File: config.mk
export PLATFORM = sky130hd
export DESIGN_NAME = block_assembler
export DESIGN_NICKNAME = d
export VERILOG_FILES = /design/src/rtl/block_assembler_pkg.sv /design/src/rtl/block_assembler_ff_ar.sv /design/src/rtl/block_assembler.sv
export SDC_FILE = /design/constraint.sdc
export NUM_CORES = 1
export LEC_CHECK = 0
export CORE_MARGIN = 2
export CORE_UTILIZATION = 61
export CTS_BUF_LIST = sky130_fd_sc_hd__clkbuf_4 sky130_fd_sc_hd__clkbuf_8 sky130_fd_sc_hd__clkbuf_16
export DETAILED_ROUTE_END_ITERATION = 10
export PLACE_DENSITY = 0.86
export SLEW_MARGIN = 20
export SYNTH_ARGS = -nofsm -noshare
export SYNTH_HDL_FRONTEND = slang
export SYNTH_SLANG_ARGS = --single-unit
File: constraint.sdc
create_clock -name clk -period 39.3 [get_ports clk]
set_input_delay 7.86 -clock clk [delete_from_list [all_inputs] [get_ports clk]]
set_output_delay 7.86 -clock clk [all_outputs]
set_load 0.005 [all_outputs]
File: src/rtl/block_assembler_pkg.sv
// Shared types and defaults for the block assembler and the downstream hash pipeline.
package block_assembler_pkg;

  localparam int DEF_DATA_W   = 8;
  localparam int DEF_ELEMENTS = 44;

  typedef enum logic [0:0] {
    FILLING = 1'b0,
    HOLD    = 1'b1
  } fill_state_t;

  typedef enum logic [0:0] {
    EMPTY = 1'b0,
    VALID = 1'b1
  } out_state_t;

  function automatic bit lanes_legal(input int lanes);
    return (lanes == 1) || (lanes == 2) || (lanes == 4);
  endfunction

endpackage

File: src/rtl/block_assembler_ff_ar.sv
// Enabled register of WIDTH bits with asynchronous active-high reset to zero.
module ff_ar #(
  parameter int WIDTH = 1
) (
  input  logic             clk,
  input  logic             rst,
  input  logic             en,
  input  logic [WIDTH-1:0] d,
  output logic [WIDTH-1:0] q
);

  // storage with load enable
  always_ff @(posedge clk or posedge rst) begin
    if (rst) begin
      q <= {WIDTH{1'b0}};
    end else if (en) begin
      q <= d;
    end else begin
      q <= q;
    end
  end

endmodule

File: src/rtl/block_assembler.sv
// Assembles ELEMENTS x DATA_W elements (LANES per beat) into one block behind a separate output register.
// Define BLOCK_ASSEMBLER_FLUSH_EN to add the `flush` port for closing partial blocks.
module block_assembler
  import block_assembler_pkg::*;
#(
  parameter int DATA_W   = DEF_DATA_W,
  parameter int ELEMENTS = DEF_ELEMENTS,
  parameter int LANES    = 1,
  parameter int COUNT_W  = $clog2(ELEMENTS + 1)
) (
  input  logic                       clk,
  input  logic                       rst,
  input  logic                       in_valid,
  output logic                       in_ready,
  input  logic [LANES*DATA_W-1:0]    in_data,
`ifdef BLOCK_ASSEMBLER_FLUSH_EN
  input  logic                       flush,
`endif
  output logic                       out_valid,
  input  logic                       out_ready,
  output logic [ELEMENTS*DATA_W-1:0] out_data,
  output logic [COUNT_W-1:0]         out_count
);

  localparam int BLK_W  = ELEMENTS * DATA_W;
  localparam int BEAT_W = LANES * DATA_W;
  localparam logic [COUNT_W-1:0] FULL_CNT = COUNT_W'(ELEMENTS);
  localparam logic [COUNT_W-1:0] STEP_CNT = COUNT_W'(LANES);

  if (ELEMENTS % LANES != 0) begin : g_bad_elements
    $error("block_assembler: ELEMENTS must be a multiple of LANES");
  end
  if (!lanes_legal(LANES)) begin : g_bad_lanes
    $error("block_assembler: LANES must be 1, 2 or 4");
  end

  fill_state_t        fill_state_r;
  out_state_t         out_state_r;
  logic               run_r;
  logic [BLK_W-1:0]   fill_r;
  logic [BLK_W-1:0]   fill_d_s;
  logic [BLK_W-1:0]   shifted_s;
  logic [BLK_W-1:0]   closed_data_s;
  logic [BLK_W-1:0]   load_data_s;
  logic [COUNT_W-1:0] fill_cnt_r;
  logic [COUNT_W-1:0] fill_cnt_d_s;
  logic [COUNT_W-1:0] cnt_inc_s;
  logic [COUNT_W-1:0] closed_cnt_s;
  logic [COUNT_W-1:0] load_cnt_s;
  logic               accept_s;
  logic               complete_s;
  logic               close_s;
  logic               slot_free_s;
  logic               load_s;
  logic               fill_en_s;

  // run_r keeps the input closed until the first edge after reset release
  assign in_ready  = run_r & (fill_state_r == FILLING);
  assign out_valid = (out_state_r == VALID);

  // datapath: beat shifting, block close and transfer selection
  always_comb begin
    accept_s     = in_valid & in_ready;
    cnt_inc_s    = fill_cnt_r + STEP_CNT;
    complete_s   = accept_s & (cnt_inc_s == FULL_CNT);
    slot_free_s  = ~out_valid | out_ready;
    shifted_s    = (fill_r << BEAT_W) | BLK_W'(in_data);
    closed_cnt_s = accept_s ? cnt_inc_s : fill_cnt_r;
`ifdef BLOCK_ASSEMBLER_FLUSH_EN
    close_s       = complete_s | (in_ready & flush & (accept_s | (fill_cnt_r != {COUNT_W{1'b0}})));
    // partial blocks sit low in the shifter; move the first element to the top
    closed_data_s = (accept_s ? shifted_s : fill_r)
                    << (32'(FULL_CNT - closed_cnt_s) * 32'(DATA_W));
`else
    close_s       = complete_s;
    closed_data_s = shifted_s;
`endif

    if (fill_state_r == HOLD) begin
      load_s      = slot_free_s;
      load_data_s = fill_r;
      load_cnt_s  = fill_cnt_r;
    end else begin
      load_s      = close_s & slot_free_s;
      load_data_s = closed_data_s;
      load_cnt_s  = closed_cnt_s;
    end

    if (fill_state_r == HOLD) begin
      fill_en_s    = slot_free_s;
      fill_d_s     = {BLK_W{1'b0}};
      fill_cnt_d_s = {COUNT_W{1'b0}};
    end else if (close_s) begin
      fill_en_s    = 1'b1;
      fill_d_s     = slot_free_s ? {BLK_W{1'b0}} : closed_data_s;
      fill_cnt_d_s = slot_free_s ? {COUNT_W{1'b0}} : closed_cnt_s;
    end else begin
      fill_en_s    = accept_s;
      fill_d_s     = shifted_s;
      fill_cnt_d_s = cnt_inc_s;
    end
  end

  // fill and output stage state machines
  always_ff @(posedge clk or posedge rst) begin
    if (rst) begin
      fill_state_r <= FILLING;
      out_state_r  <= EMPTY;
      run_r        <= 1'b0;
    end else begin
      run_r <= 1'b1;
      case (fill_state_r)
        FILLING: fill_state_r <= (close_s && !slot_free_s) ? HOLD : FILLING;
        HOLD:    fill_state_r <= slot_free_s ? FILLING : HOLD;
        default: fill_state_r <= FILLING;
      endcase
      case (out_state_r)
        EMPTY:   out_state_r <= load_s ? VALID : EMPTY;
        VALID:   out_state_r <= (!load_s && out_ready) ? EMPTY : VALID;
        default: out_state_r <= EMPTY;
      endcase
    end
  end

  ff_ar #(.WIDTH(BLK_W)) u_fill_data (
    .clk(clk), .rst(rst), .en(fill_en_s), .d(fill_d_s), .q(fill_r)
  );

  ff_ar #(.WIDTH(COUNT_W)) u_fill_cnt (
    .clk(clk), .rst(rst), .en(fill_en_s), .d(fill_cnt_d_s), .q(fill_cnt_r)
  );

  ff_ar #(.WIDTH(BLK_W)) u_out_data (
    .clk(clk), .rst(rst), .en(load_s), .d(load_data_s), .q(out_data)
  );

  ff_ar #(.WIDTH(COUNT_W)) u_out_cnt (
    .clk(clk), .rst(rst), .en(load_s), .d(load_cnt_s), .q(out_count)
  );

endmodule

==> results of run 1 <==
## cells in the mapped netlist, types with 3 or more instances
cell | count | area [sq um]
dfrtp_1 | 719 | 18000
a22o_1 | 353 | 3090
nand4_1 | 315 | 1970
a31oi_1 | 313 | 1960
o22ai_1 | 313 | 1960
o31ai_1 | 313 | 2350
clkbuf_1 | 281 | 1050
buf_2 | 108 | 541
or3_1 | 39 | 244
o221a_2 | 31 | 349
buf_4 | 13 | 97.6
nor2_1 | 11 | 41.3
o221a_1 | 8 | 90.1
buf_1 | 7 | 26.3
xnor2_1 | 6 | 52.6
a21oi_1 | 5 | 25.0
nand2_1 | 5 | 18.8
a22oi_1 | 3 | 22.5
inv_1 | 3 | 11.3
o21ai_0 | 3 | 15.0
## stage by stage
stage	std cells	utilization (%)	worst slack (ns)
after floorplan	2878	-	11.27
after global placement	3572	67.8	27.34
after detailed placement	3572	67.8	27.24
after CTS	3703	72.9	27.82
after global routing	3707	73.1	27.49
final	3708	73.1	27.54
## sequential cells by signal (all words and copies together), names as in the netlist
| signal | flops |
|---|---|
| u_fill_data.q | 352 |
| out_valid | 1 |
| run_r | 1 |
| u_out_data.q | 352 |
| u_fill_cnt.q | 6 |
| fill_state_r | 1 |
| u_out_cnt.q | 6 |
## routing by layer
layer	share of wire [%]	global-route usage [%]
met3	12	8.18
met2	47	54.8
met1	38	52.2
met4	3.9	13.8
met5	0	0
## worst max-delay path, cell delays in order
cell             delay, ns
clkdlybuf4s50_1       0.52
nand2b_4              0.65
buf_4                 0.76
buf_4                 1.00
buf_4                 0.79
nand4_1               0.25
a31oi_1               0.27
## path summary, 6_finish.rpt
path / end / slack, ns / depth (start not counted)
max in group asynchronous: u_out_data.q[111] / 28.88 / 5
min reg2reg: u_fill_data.q[345] / 0.51 / 1
min: u_fill_data.q[345] / 0.51 / 1
min in group asynchronous: u_fill_data.q[289] / 7.65 / 2
max: u_out_data.q[177] / 27.54 / 7
max reg2reg: u_out_data.q[177] / 34.89 / 6
## logic make-up (layout without fill, tap and decap cells)
group	after synthesis	in the layout
compound gates	1347	1347
flops	719	719
buf+inv	412	553
simple gates	386	386
xor+xnor	8	8
mux	3	3
fa+ha+maj	2	2
other cells	1	2
## layout by cell type, fill, tap and decap left out, types with 2 or more instances in the layout
master	count
a31oi_1	313
or3_1	39
buf_16	4
a22o_1	353
ha_1	2
dfrtp_1	719
buf_4	41
a21oi_4	2
nand3_1	2
clkbuf_8	15
a22oi_1	3
clkinv_2	8
clkbuf_4	16
o21ai_0	3
o31ai_1	313
mux2_2	2
o221a_2	31
nand4_1	315
a21oi_1	3
o22ai_1	313
xnor2_1	5
and3b_1	2
clkbuf_16	79
bufinv_16	11
o221a_1	8
nor2_1	11
clkdlybuf4s50_1	371
nand2_1	4
buf_12	2
## final cells by class
class	count	area share, %
inverters	3	0.0817
clock inverters	21	1.01
flip-flops and latches	719	47.0
clock buffers	110	6.02
well taps	688	2.25
multi-input cells	1747	32.7
diodes	1	0.00654
repair buffers	419	10.9
## power groups by stage
stage	Combinational, mW	Sequential (mW)	Clock (mW)
floorplan	0.152	0.804	0
global placement	0.193	0.816	0
detailed placement	0.195	0.818	0
CTS	0.195	0.805	0.781
global route	0.212	0.810	0.811
finish	0.205	0.807	0.777
==> results.json, run 1 <==
{
  "grt_pass1_wl_um": 160000,
  "io_pins": 372,
  "synth-xor-area-share_pct": 0.241,
  "synthCells": 2878,
  "clkSlewWorstSetupHoldPaths_ns": 0.06,
  "grt_pass1_vias": 27400,
  "synth_seq_cells": 719,
  "grtUsageTotal_pct": 36.5,
  "synthAdderAreaFrac_pct": 0.0778,
  "p_switching_mw": 0.506,
  "finalWeightedCongestion": 0.861,
  "p_sw_share_pct": 28.3,
  "irDropWorstVdd_v": 0.0000684,
  "wl_per_cell_um": 27.6,
  "gr-total-overflow": 0,
  "startpoint": "out_ready",
  "crit_type": "in -> reg",
  "die_w_um": 234,
  "synth_top_family_by_area": "compound AO/OA/AOI/OAI gates",
  "clockBufferDepth": 3,
  "rows": 84,
  "min_path_type": "reg -> reg",
  "finClkSkew_ns": 0.0195,
  "maxSlewViolCount": 0,
  "drcViolationCount": 0,
  "area_growth_pct": 19.0,
  "status": "finished clean",
  "synthSimpleGateAreaFrac_pct": 7.47,
  "port_buffers": 371,
  "p_leak_nw": 14.4,
  "hp-start": "u_fill_data.q[345]",
  "final.min_clock_period_ns": 11.76,
  "critPathRequiredTime_ns": 39.81,
  "dp_hpwl_um": 54600,
  "insertion_delay_ns": 0.62,
  "numClockSinks": 719,
  "regArea_sq_um": 18000,
  "critPathLaunchType": "input port",
  "tns_ns": 0,
  "syn_area_per_cell_sq_um": 11.2,
  "antenna_found_initial": 1,
  "root_buffer": "clkbuf_16",
  "viasPerCell": 7.86,
  "synth_ff_type": "dfrtp_1",
  "ctsResizeCount": 0,
  "fillCellCount": 3397,
  "dieHeight_um": 234,
  "yosysSeqAreaShare_pct": 55.9,
  "arrival_ns": 12.27,
  "pwr-share-seq_pct": 45.1,
  "power_frac_comb_pct": 11.5,
  "hold_ws_ns": 0.508,
  "setup_viol": 0,
  "cts_htree_levels": 3,
  "dpl_cell_area_sq_um": 35500,
  "power.internal_mw": 1.28,
  "synth_edf_count": 0,
  "clock.fmax_mhz": 85.0,
  "period_share_pct": 29.9,
  "finalWirelength_um": 102000,
  "layout-drive-gt1-share_pct": 7.52,
  "post_cts_buffers": 0,
  "drt_first_pass_iters": 6,
  "nets": 2978,
  "muxShareOfSynthArea_pct": 0.101,
  "cts_tree": "yes",
  "syn_nets": 2892,
  "p_clk_share_pct": 43.4,
  "worstReg2RegStart": "out_valid",
  "relSlewSlack_pct": 9.20,
  "crit_fanout": 111,
  "critPathCaptureType": "register",
  "drt_iter0_markers": 4641,
  "power.density_nw_per_um2": 46.7,
  "ant_nets": 0,
  "synth-compound-area-share_pct": 30.8,
  "multi_input_area_sq_um": 12500,
  "synth.distinct_cells": 42,
  "tightest_slew_ns": 1.36,
  "hold_violations": 0,
  "coreArea_sq_um": 52300,
  "initial_core_util_pct": 61.5,
  "num_vias": 29200,
  "yosysWarnings": 0,
  "cts_hold_buf": 0,
  "numCtsBuffers": 74,
  "drv_cap": 0,
  "rsz0062_at_grt": "false",
  "fin_area_sq_um": 38300,
  "p_total_mw": 1.79,
  "grt_max_degree": 230,
  "async_flop_share_pct": 100,
  "die-area_sq_um": 54600,
  "synth_area_sq_um": 32200
}
Note: power is estimated with default switching activity, not from simulation.
==> run 2: changes to the inputs <==
--- a/config.mk
+++ b/config.mk
@@ -6,10 +6,10 @@
 export NUM_CORES = 1
 export LEC_CHECK = 0
 export CORE_MARGIN = 2
-export CORE_UTILIZATION = 61
+export CORE_UTILIZATION = 51
 export CTS_BUF_LIST = sky130_fd_sc_hd__clkbuf_4 sky130_fd_sc_hd__clkbuf_8 sky130_fd_sc_hd__clkbuf_16
 export DETAILED_ROUTE_END_ITERATION = 10
-export PLACE_DENSITY = 0.86
+export PLACE_DENSITY = 0.77
 export SLEW_MARGIN = 20
 export SYNTH_ARGS = -nofsm -noshare
 export SYNTH_HDL_FRONTEND = slang
==> constraint.sdc (replaced) <==
create_clock -name clk -period 9.8 [get_ports clk]
set_input_delay 1.96 -clock clk [delete_from_list [all_inputs] [get_ports clk]]
set_output_delay 1.96 -clock clk [all_outputs]
set_load 0.005 [all_outputs]
==> run 2 against run 1 <==
- count of clock-buffer cells in the layout increased by 7
- global-route usage decreased by 5.8 points
- sequential power increased to 4.0 times the previous value
- sequential share of layout area decreased by 0.18 points
- wire length increased by 0.57%
- flip-flop and latch count unchanged
- via count decreased by 2.2%
- first-iteration DRC count decreased by 13%
- final area increased by 0.39%
- clock power increased to 3.9 times the previous value
- critical endpoint is now u_out_data.q[106]
==> results.json, run 2 (synthesized netlist as in run 1, its figures left out) <==
{
  "status": "finished clean",
  "period_share_pct": 60.5,
  "grt_pass1_wl_um": 160000,
  "rsz0062_at_grt": "false",
  "crit_fanout": 104,
  "insertion_delay_ns": 0.61,
  "wl_per_cell_um": 26.7,
  "grt_pass1_vias": 26700,
  "rows": 92,
  "p_leak_nw": 14.4,
  "fin_area_sq_um": 38400,
  "dieHeight_um": 255,
  "critPathRequiredTime_ns": 10.32,
  "critPathCaptureType": "register",
  "hold_ws_ns": 0.514,
  "grtUsageTotal_pct": 30.7,
  "port_buffers": 371,
  "drv_cap": 0,
  "clkSlewWorstSetupHoldPaths_ns": 0.06,
  "reg.largest.list": "u_fill_data.q (352), u_out_data.q (352)",
  "irDropWorstVdd_v": 0.000275,
  "arrival_ns": 6.45,
  "highest_layer": "met4",
  "dr_wl_met2_um": 48300,
  "crit_type": "in -> reg",
  "drt_first_pass_iters": 6,
  "ctsResizeCount": 0,
  "ant_nets": 0,
  "antenna_found_initial": 1,
  "hold_violations": 0,
  "num_vias": 28500,
  "coreArea_sq_um": 62700,
  "tightest_slew_ns": 1.19,
  "min_path_type": "reg -> reg",
  "multi_input_area_sq_um": 12500,
  "finalWirelength_um": 103000,
  "finalWeightedCongestion": 0.822,
  "drt_iter0_markers": 4029,
  "setup_viol": 0,
  "maxSlewViolCount": 0,
  "final_cell_mix": "719 x dfrtp_1, 371 x clkdlybuf4s50_1, 353 x a22o_1, 315 x nand4_1",
  "cts_tree": "yes",
  "numCtsBuffers": 76,
  "die_w_um": 255,
  "power.density_nw_per_um2": 185,
  "initial_core_util_pct": 51.3,
  "clockBufferDepth": 3,
  "wl_met1_um": 40900,
  "finClkSkew_ns": 0.0195,
  "fillCellCount": 4821,
  "critPathLaunchType": "input port",
  "gr-total-overflow": 0,
  "final.min_clock_period_ns": 5.93,
  "relSlewSlack_pct": 20.3,
  "dp_hpwl_um": 53900,
  "numClockSinks": 719,
  "dpl_cell_area_sq_um": 35700,
  "drcViolationCount": 0,
  "viasPerCell": 7.39,
  "grt_max_degree": 231,
  "clock.fmax_mhz": 169,
  "io_pins": 372,
  "root_buffer": "clkbuf_16",
  "final_common_cell": "dfrtp_1",
  "cts_hold_buf": 0,
  "cts_htree_levels": 3,
  "post_cts_buffers": 0,
  "area_growth_pct": 19.4,
  "nets": 2971,
  "met3_length_um": 10300,
  "layout-drive-gt1-share_pct": 7.24,
  "regArea_sq_um": 18000,
  "die-area_sq_um": 65100
}
## run 2: cell types whose count changed in the layout (fill, tap and decap cells not counted), sizes merged
cell	delta
bufinv	-5
clkinvlp	+1
clkbuf	+7
inv	+1
clkinv	-4
buf	-9
## run 2: power breakdown
| part | internal [mW] | switching (mW) |
|---|---|---|
| Sequential | 3.08 | 0.154 |
| Combinational | 0.163 | 0.680 |
| Clock | 1.83 | 1.19 |
## run 2: metrics by stage
stage / power [mW] / std cells / setup TNS, ns / utilization [%] / worst slack [ns]
2_1_floorplan: 3.84 / 2878 / -1443.57 / - / -2.01
3_3_place_gp: 4.06 / 3721 / 0 / 56.9 / 3.59
3_5_place_dp: 4.08 / 3721 / 0 / 56.9 / 3.44
4_1_cts: 7.08 / 3852 / 0 / 61.1 / 4.10
5_1_grt: 7.31 / 3857 / 0 / 61.3 / 3.72
6_report: 7.10 / 3857 / 0 / 61.3 / 3.87
## run 2: layout make-up
class	count	share of cell area, %
inverter	3	0.0586
timing repair buffer	410	11.0
clock inverter	14	0.599
multi-input combinational	1747	32.6
tap	846	2.75
sequential	719	46.8
antenna	1	0.00651
clock buffer	117	6.21
## run 2: metal layers
layer  global-route usage (%)  up-vias
met3                     5.74      191
met2                     46.6     1725
met5                        0        -
met1                     44.6    14600
met4                     10.7        0
li1                         -    12000
## run 2: path summary, 6_finish.rpt
check / start / end / slack (ns) / cells past startpoint
setup / recovery: out_ready / u_out_data.q[106] / 3.87 / 7
hold / removal: u_out_cnt.q[0] / u_out_cnt.q[0] / 0.51 / 1
setup reg to reg: out_valid / u_out_data.q[106] / 5.35 / 6
hold reg to reg: u_out_cnt.q[0] / u_out_cnt.q[0] / 0.51 / 1
max in group asynchronous: rst / u_out_data.q[167] / 6.02 / 4
min in group asynchronous: rst / u_fill_data.q[305] / 1.78 / 2
## run 2: worst max-delay path: stages
cell and delay [ns]:
clkdlybuf4s50_1 0.54, nand2b_4 0.71, buf_4 0.95, buf_4 0.74, buf_4 0.88, nand4_1 0.20, a31oi_1 0.24
